[config.mk]
export PLATFORM = sky130hd
export DESIGN_NAME = dispatch_fifo_multi_flat
export DESIGN_NICKNAME = d
export VERILOG_FILES = /design/src/rtl/dispatch_fifo_multi_pkg.sv /design/src/rtl/dispatch_fifo_multi_if.sv /design/src/rtl/dispatch_fifo_multi_min_ct.sv /design/src/rtl/dispatch_fifo_multi.sv /design/src/flat_wrapper.sv
export SDC_FILE = /design/constraint.sdc
export NUM_CORES = 2
export LEC_CHECK = 0
export BUFFER_PORTS_ARGS = -buffer_cell sky130_fd_sc_hd__buf_4
export CAP_MARGIN = 30
export CORE_MARGIN = 10
export CORE_UTILIZATION = 35
export DETAILED_ROUTE_END_ITERATION = 8
export HOLD_SLACK_MARGIN = 0.06
export PLACE_DENSITY = 0.54
export SYNTH_ARGS = -nofsm -noshare
export SYNTH_HDL_FRONTEND = slang
export SYNTH_SLANG_ARGS = --single-unit
[constraint.sdc]
create_clock -name clk -period 5.69 [get_ports clk]
set_clock_uncertainty 0.05 [all_clocks]
set_input_delay 0.569 -clock clk [delete_from_list [all_inputs] [get_ports clk]]
set_output_delay 0.569 -clock clk [all_outputs]
set_load 0.03 [all_outputs]
[src/rtl/dispatch_fifo_multi_pkg.sv]
// Shared constants and helpers for the decode-to-issue dispatch FIFO.
package dispatch_fifo_multi_pkg;

  localparam int DISP_DATA_WIDTH = 47;
  localparam int DISP_PUSH_WIDTH = 4;

  // Width of a count that must represent 0..n inclusive.
  function automatic int ct_width(input int n);
    return $clog2(n) + 1;
  endfunction

endpackage

[src/rtl/dispatch_fifo_multi_if.sv]
// Push and pop count handshakes of the dispatch FIFO.
interface dispatch_fifo_multi_if
  import dispatch_fifo_multi_pkg::*;
#(
  parameter int DATA_WIDTH = DISP_DATA_WIDTH,
  parameter int PUSH_WIDTH = DISP_PUSH_WIDTH,
  parameter int POP_WIDTH  = 4
);

  localparam int PUSH_CT_W = ct_width(PUSH_WIDTH);
  localparam int POP_CT_W  = ct_width(POP_WIDTH);

  logic [DATA_WIDTH*PUSH_WIDTH-1:0] in_data;
  logic [PUSH_CT_W-1:0]             in_valid_ct;
  logic [PUSH_CT_W-1:0]             in_ready_ct;
  logic [DATA_WIDTH*POP_WIDTH-1:0]  out_data;
  logic [POP_CT_W-1:0]              out_valid_ct;
  logic [POP_CT_W-1:0]              out_ready_ct;

  modport slave (
    input  in_data, in_valid_ct, out_ready_ct,
    output in_ready_ct, out_data, out_valid_ct
  );

  modport master (
    output in_data, in_valid_ct, out_ready_ct,
    input  in_ready_ct, out_data, out_valid_ct
  );

endinterface

[src/rtl/dispatch_fifo_multi_min_ct.sv]
// Unsigned minimum of two count values.
module min_ct #(
  parameter int W = 4
) (
  input  logic [W-1:0] i_a,
  input  logic [W-1:0] i_b,
  output logic [W-1:0] o_y
);

  assign o_y = (i_a < i_b) ? i_a : i_b;

endmodule

[src/rtl/dispatch_fifo_multi.sv]
// Multi-entry-per-cycle in-order FIFO between decode/rename and the issue buffer.
module dispatch_fifo_multi
  import dispatch_fifo_multi_pkg::*;
#(
  parameter int DATA_WIDTH = DISP_DATA_WIDTH,
  parameter int PUSH_WIDTH = DISP_PUSH_WIDTH,
  parameter int POP_WIDTH  = 4,
  parameter int DEPTH      = 8
) (
  input  logic                        clk,
  input  logic                        rst,
  input  logic                        flush,
  dispatch_fifo_multi_if.slave        bus,
  output logic [ct_width(DEPTH)-1:0]  count
);

  localparam int PTR_W     = $clog2(DEPTH);
  localparam int CNT_W     = ct_width(DEPTH);
  localparam int PUSH_CT_W = ct_width(PUSH_WIDTH);
  localparam int POP_CT_W  = ct_width(POP_WIDTH);

  localparam logic [CNT_W-1:0] PUSH_LIM  = CNT_W'(PUSH_WIDTH);
  localparam logic [CNT_W-1:0] POP_LIM   = CNT_W'(POP_WIDTH);
  localparam logic [CNT_W-1:0] DEPTH_CT  = CNT_W'(DEPTH);

  logic [DATA_WIDTH-1:0] r_mem [DEPTH];
  logic [PTR_W-1:0]      r_wr_ptr;
  logic [PTR_W-1:0]      r_rd_ptr;
  logic [CNT_W-1:0]      r_count;

  logic [CNT_W-1:0]      w_space;
  logic [CNT_W-1:0]      w_ready_full;
  logic [CNT_W-1:0]      w_valid_full;
  logic [PUSH_CT_W-1:0]  w_ready;
  logic [PUSH_CT_W-1:0]  w_pushed;
  logic [POP_CT_W-1:0]   w_valid;
  logic [POP_CT_W-1:0]   w_popped;
  logic [DATA_WIDTH*POP_WIDTH-1:0] w_out_data;

  // Ready ignores any same-cycle pop so out_ready_ct never reaches in_ready_ct.
  assign w_space = DEPTH_CT - r_count;

  min_ct #(.W(CNT_W)) u_ready_min (
    .i_a (PUSH_LIM),
    .i_b (w_space),
    .o_y (w_ready_full)
  );
  assign w_ready = PUSH_CT_W'(w_ready_full);

  min_ct #(.W(PUSH_CT_W)) u_push_min (
    .i_a (bus.in_valid_ct),
    .i_b (w_ready),
    .o_y (w_pushed)
  );

  min_ct #(.W(CNT_W)) u_valid_min (
    .i_a (POP_LIM),
    .i_b (r_count),
    .o_y (w_valid_full)
  );
  assign w_valid = POP_CT_W'(w_valid_full);

  min_ct #(.W(POP_CT_W)) u_pop_min (
    .i_a (bus.out_ready_ct),
    .i_b (w_valid),
    .o_y (w_popped)
  );

  always_ff @(posedge clk) begin
    if (!rst && !flush) begin
      for (int unsigned k = 0; k < PUSH_WIDTH; k++) begin
        if (PUSH_CT_W'(k) < w_pushed)
          r_mem[r_wr_ptr + PTR_W'(k)] <= bus.in_data[DATA_WIDTH*k +: DATA_WIDTH];
      end
    end
  end

  always_ff @(posedge clk or posedge rst) begin
    if (rst) begin
      r_wr_ptr <= '0;
      r_rd_ptr <= '0;
      r_count  <= '0;
    end else if (flush) begin
      r_wr_ptr <= '0;
      r_rd_ptr <= '0;
      r_count  <= '0;
    end else begin
      r_wr_ptr <= r_wr_ptr + PTR_W'(w_pushed);
      r_rd_ptr <= r_rd_ptr + PTR_W'(w_popped);
      r_count  <= r_count + CNT_W'(w_pushed) - CNT_W'(w_popped);
    end
  end

  // Pointer arithmetic wraps modulo DEPTH, so reads straddling the end stay contiguous.
  always_comb begin
    w_out_data = '0;
    for (int unsigned k = 0; k < POP_WIDTH; k++) begin
      if (POP_CT_W'(k) < w_valid)
        w_out_data[DATA_WIDTH*k +: DATA_WIDTH] = r_mem[r_rd_ptr + PTR_W'(k)];
    end
  end

  assign bus.in_ready_ct  = w_ready;
  assign bus.out_valid_ct = w_valid;
  assign bus.out_data     = w_out_data;
  assign count            = r_count;

endmodule

[src/flat_wrapper.sv]
// flat-port wrapper written by rule: the top's interface ports become plain ports
module dispatch_fifo_multi_flat import dispatch_fifo_multi_pkg::*;
#(
  parameter int DATA_WIDTH = DISP_DATA_WIDTH,
  parameter int PUSH_WIDTH = DISP_PUSH_WIDTH,
  parameter int POP_WIDTH  = 4,
  parameter int DEPTH      = 8
)
  (clk, rst, flush, count, bus_in_data, bus_in_valid_ct, bus_out_ready_ct, bus_in_ready_ct, bus_out_data, bus_out_valid_ct);
  dispatch_fifo_multi_if #(.DATA_WIDTH(DATA_WIDTH), .PUSH_WIDTH(PUSH_WIDTH), .POP_WIDTH(POP_WIDTH)) bus_i ();
  input  logic clk;
  input  logic rst;
  input  logic flush;
  output logic [ct_width(DEPTH)-1:0] count;
  input wire logic [$bits(bus_i.in_data)-1:0] bus_in_data;
  input wire logic [$bits(bus_i.in_valid_ct)-1:0] bus_in_valid_ct;
  input wire logic [$bits(bus_i.out_ready_ct)-1:0] bus_out_ready_ct;
  output wire logic [$bits(bus_i.in_ready_ct)-1:0] bus_in_ready_ct;
  output wire logic [$bits(bus_i.out_data)-1:0] bus_out_data;
  output wire logic [$bits(bus_i.out_valid_ct)-1:0] bus_out_valid_ct;
  assign bus_i.in_data = bus_in_data;
  assign bus_i.in_valid_ct = bus_in_valid_ct;
  assign bus_i.out_ready_ct = bus_out_ready_ct;
  assign bus_in_ready_ct = bus_i.in_ready_ct;
  assign bus_out_data = bus_i.out_data;
  assign bus_out_valid_ct = bus_i.out_valid_ct;
  dispatch_fifo_multi #(.DATA_WIDTH(DATA_WIDTH), .PUSH_WIDTH(PUSH_WIDTH), .POP_WIDTH(POP_WIDTH), .DEPTH(DEPTH)) u_core (.clk(clk), .rst(rst), .flush(flush), .bus(bus_i), .count(count));
endmodule
# Word level (Yosys, flattened, before mapping)
# Memories as Yosys holds them, arrays and structs flattened.
# Index checks and enable logic that the tools add are counted.
# totals
input_bits,197
mem_bits_rw,376
n_memories,1
word_cells,53
reg_bits,10
# memory_table
name,depth,width,rd,rd_clocked_by_memory_dff,wr,line_no,text
u_core.r_mem,8,47,4,0,4,dispatch_fifo_multi.sv:26,logic [DATA_WIDTH-1:0] r_mem [DEPTH];
# op_classes
magnitude_cmp,12
addsub,11
reduce_logical,3
muxes,23
# op_table
operator,n
$mux W47,4
$mux W3,6
$add A3 B2 Y3 const B,4
$lt A1 B3 Y1 const A,4
$lt A2 B3 Y1 const A,4
$mux W1,12
$lt A3 B4 Y1 const A,2
$add A3 B1 Y3 const B,2
$add A3 B3 Y3,2
$lt A3 B3 Y1,2
$add A4 B3 Y4,1
$mux W4,1
$sub A4 B3 Y4,1
$sub A4 B4 Y4 const A,1
$logic_not A1 Y1,2
$logic_and A1 B1 Y1,1

# Depth between registers and ports, before layout
# depth
ltp_word,9
depth_mapped,19
mapped_depth_nobuf,19

# Modules after synthesis
# A second synthesis with hierarchy kept.
# hier_totals
hier_cells,3043
area_unflattened_um2,33525.9
# modules_own_cells
module,seq_area_each_um2,area_each_um2,cells_each,instances
dispatch_fifo_multi,11541.1,33068.0,2989,1
min_ct at u_core.u_ready_min ...,0.0,137.6,15,2
min_ct at u_core.u_pop_min ...,0.0,91.3,12,2

# Worst setup path after synthesis
# No wires, ideal clock.
# synth_path
path_kind,register to register
startpoint,reg u_core.r_count[1] (netlist: u_core.count[1])
endpoint,"mem u_core.r_mem[1][0] in the netlist's numbering, enable pin"
slack_ns,0.201
arrival_time_ns,4.743
t_required_ns,4.943
stages_incl_launch_ff,15
n_path_buf,2
synth_period_minus_slack_ns,5.489
cell_sequence,dfrtp_1 > inv_1 > ha_1 > nor2b_1 > and3_1 > nor2_1 > ha_1 > nor2b_1 > o31ai_2 > a21oi_1 > a211oi_1 > nor2b_1 > buf_2 > buf_2 > nand3_1
# synth_rtl
item,line_no,text
"start, declared",dispatch_fifo_multi.sv:29,logic [CNT_W-1:0] r_count;
"start signal, assigned",dispatch_fifo_multi.sv:90,r_count <= r_count + CNT_W'(w_pushed) - CNT_W'(w_popped);
"end, declared",dispatch_fifo_multi.sv:26,

==> summary.txt <==
Status: finished, final reports clean
Sw Share: 0.489
Tcrit/Tclk final: 0.822
CTS Buf Count: 50
Hold Crit Depth: 2
Synth Instances: 3115
CP max-delay cell: buf_4
CP delay by family, top: buffers and inverters
Site row count: 112
Critical path fanouts, max: 29
Post-synth top cells: mux2i_1, edfxtp_1, nor2_1
RSZ-0062 raised after global routing: false
Reg2Reg Launch Point: u_core.count[1]
CTS H-tree depth: 2
Horiz. Die Dim: 326 um
Synth Cell Area: 32800 um2
Overall routed net length: 145000 um
Initial Util: 0.352
Postcts setup bufs: 0
Yosys top cell area share: 0.344
Setup CP Type: reg -> reg
Cell Int Power: 11.2 mW
Clk_lat worst skew: 610 ps
CP required: 5940 ps
WP buf/inv: 4
Post-synth EDFFs: 376
Core area: 93200 um2
Die Area: 106000 um2
Maximum vdd drop: 0.546 mV
Syn_nets: 3334
Startpoint Class: register
GPL Wtd Cong: 0.834
Largest net degree at the start of global routing: 147
Most common cell in the synthesized netlist: mux2i_1
Final #Nets: 3414
Largest cells by area after synthesis: edfxtp_1, mux4_2, mux2i_1
Share of post-route cells with drive strength above 1: 0.284
CTS tree: done
Number of distinct library cells after synthesis: 49
Hold WC Path Type: in -> reg
Root Driver: clkbuf_16
Initial antenna violation count: 22
Post-CTS Resized: 0
WHS Endpoint: u_core.r_rd_ptr[1]
CP dominant cell by count: buf_4
Placed instance area: 36600 um2
WP depth: 15
Global-route wire length before repair: 207000 um
Worst Tran Pin Value: 1100 ps
Clock power frac: 0.142
Fin area: 38200 um2
Via-to-Cell Ratio: 6.44
FF+latch count, synth: 386
Hold buffer count at CTS: 1
Final Hold Viols: 0
Final ANT Viol Nets: 0
Crit Reg-Reg Endpoint: u_core.r_mem[2][11]
Hold Crit Start: flush
GRT overflow: 0
Flop2flop setup slack: 1010 ps
Area leader, netlist: edfxtp_1
NetSw: 10.7 mW
Leak: 13.8 nW
Gate power share: 0.658
# IOs: 395
Setup TNS Final: 0 ps
Peak Freq: 214 MHz
Minimum clock period: 4680 ps
Setup violators final: 0
Vias: 28939
Fin cells: 4495
Reg2reg path depth: 15
Power Density: 575 nW/um2
Part of the Yosys area used for sequential elements: 0.352
DR DRC count: 0
Synth-to-layout area growth: 16.4%
Total GRT Usage: 0.260
Top FF cell, synth: edfxtp_1
Asr flop ratio synth: 0.0259
Vias in the first global route: 28980
Hold Worst Slack: 212 ps
Worst slew margin: 0.265
Seq pwr share: 0.200
Pre-Repair DR Iteration Count: 6
Worst path arrival time: 4930 ps
Clock transition at path regs: 60 ps
Crit-path cells: inv_1 > ha_1 > nor2b_1 > and3_1 > o21ai_0 > ha_1 > nor2b_1 > o31a_1 > o221ai_2 > buf_4 > a211oi_4 > buf_4 > buf_4 > mux2i_1 > a21oi_1
Syn Area/Cell: 10.5 um2
Clk sink count: 386
Setup crit end kind: register
Die height: 326 um
Max-Cap Viols: 0
Final-report max-slew violation count: 0
Max incr delay on CP: 680 ps
IO buf count: 394
Initial drt markers: 2996
Clock tree buffer depth: 3
WL/cell: 32.3 um
Fillers: 8932
Detailed Place HPWL: 86900 um
Yosys warns: 0
Placed cell count: 4395
-- power groups by stage --
stage	sequential (mW)	combinational, mW	clock [mW]
floorplan	4.18	9.55	0
global placement	4.42	14.4	0
detailed placement	4.43	14.5	0
CTS	4.38	14.5	3.14
global route	4.45	15.3	3.26
finish	4.39	14.5	3.12
-- how the worst max path moves through the flow --
| stage | start | end | slack [ps] |
|---|---|---|---|
| 3_3_place_gp | u_core.count[1] | u_core.r_mem[2][14] | 1180 |
| 4_1_cts | u_core.count[1] | u_core.r_mem[2][14] | 1120 |
| 6_report | u_core.count[1] | u_core.r_mem[2][11] | 1010 |
| 2_1_floorplan | u_core.count[1] | u_core.r_mem[1][0] | 200 |
| 5_1_grt | u_core.count[0] | u_core.r_mem[2][26] | 720 |
| 3_5_place_dp | u_core.count[1] | u_core.r_mem[2][12] | 1140 |
-- cells by family (layout without fill, tap and decap cells) --
logic type,count (synthesis),after routing,synth area share
compound gates,829,829,0.163
mux,792,792,0.340
simple gates,561,561,0.0669
buf+inv,512,630,0.0653
flops,386,386,0.352
fa+ha+maj,22,22,0.00953
xor+xnor,13,13,0.00347
other cells,0,8,0
-- per-layer routing --
metal	routed length [um]	track usage	part of all wire	vias up
li1	-	-	-	12256
met1	56200	0.324	0.39	14604
met2	69300	0.430	0.48	1717
met3	13900	0.0594	0.096	336
met4	5450	0.105	0.038	26
met5	186	0	0.0013	-
-- sequential cells by signal (all words and copies together), names as in the netlist --
register and cells:
u_core.count 4, u_core.r_mem 376, u_core.r_rd_ptr 3, u_core.r_wr_ptr 3
-- stage by stage --
step | utilization | total power, mW | setup slack (ps)
detailed placement | 0.393 | 18.9 | 1140
global placement | 0.391 | 18.8 | 1180
CTS | 0.409 | 22.0 | 1120
finish | 0.410 | 22.0 | 1010
global route | 0.410 | 23.0 | 715
floorplan | - | 13.7 | 201
-- area by class of cell --
type                            instances  area, um2  area share
Timing Repair Buffer                  471       3770      0.0987
Tap cell                             1254       1570      0.0411
Inverter                               69        259     0.00678
Antenna cell                            8       20.0    0.000524
Clock buffer                           61       1310      0.0344
Sequential cell                       386      11600       0.302
Multi-Input combinational cell       2217      19500       0.510
Clock inverter                         29        224     0.00586
-- cell usage in the layout (no fill, tap or decap), types with 4 or more instances in the layout --
| cell type | synthesis | final |
|---|---|---|
| mux2i_1 | 498 | 498 |
| buf_4 | 13 | 454 |
| edfxtp_1 | 376 | 376 |
| nor2_1 | 328 | 325 |
| a21oi_1 | 302 | 299 |
| o22ai_1 | 282 | 282 |
| mux4_2 | 255 | 255 |
| nand2_1 | 190 | 182 |
| inv_1 | 69 | 68 |
| a221oi_1 | 56 | 56 |
| clkbuf_16 | 0 | 51 |
| a31oi_1 | 48 | 47 |
| mux2_2 | 39 | 39 |
| o21ai_0 | 39 | 39 |
| a221oi_2 | 38 | 38 |
| a211oi_1 | 39 | 37 |
| ha_1 | 17 | 16 |
| clkinv_1 | 0 | 13 |
| buf_12 | 0 | 12 |
| clkbuf_1 | 251 | 10 |
| nor2b_1 | 10 | 9 |
| xnor2_1 | 10 | 9 |
| diode_2 | 0 | 8 |
| nand3_4 | 0 | 7 |
| clkinv_2 | 0 | 7 |
| dfrtp_1 | 10 | 7 |
| o211ai_1 | 6 | 6 |
| and2_2 | 0 | 6 |
| nand3_1 | 12 | 5 |
| fa_1 | 5 | 5 |
| nor3_1 | 4 | 4 |
| or3_1 | 4 | 4 |
| nand2_2 | 0 | 4 |
| a211oi_4 | 0 | 4 |
| nand2_4 | 0 | 4 |
| buf_16 | 0 | 4 |
(Power assumes the default switching activity.)
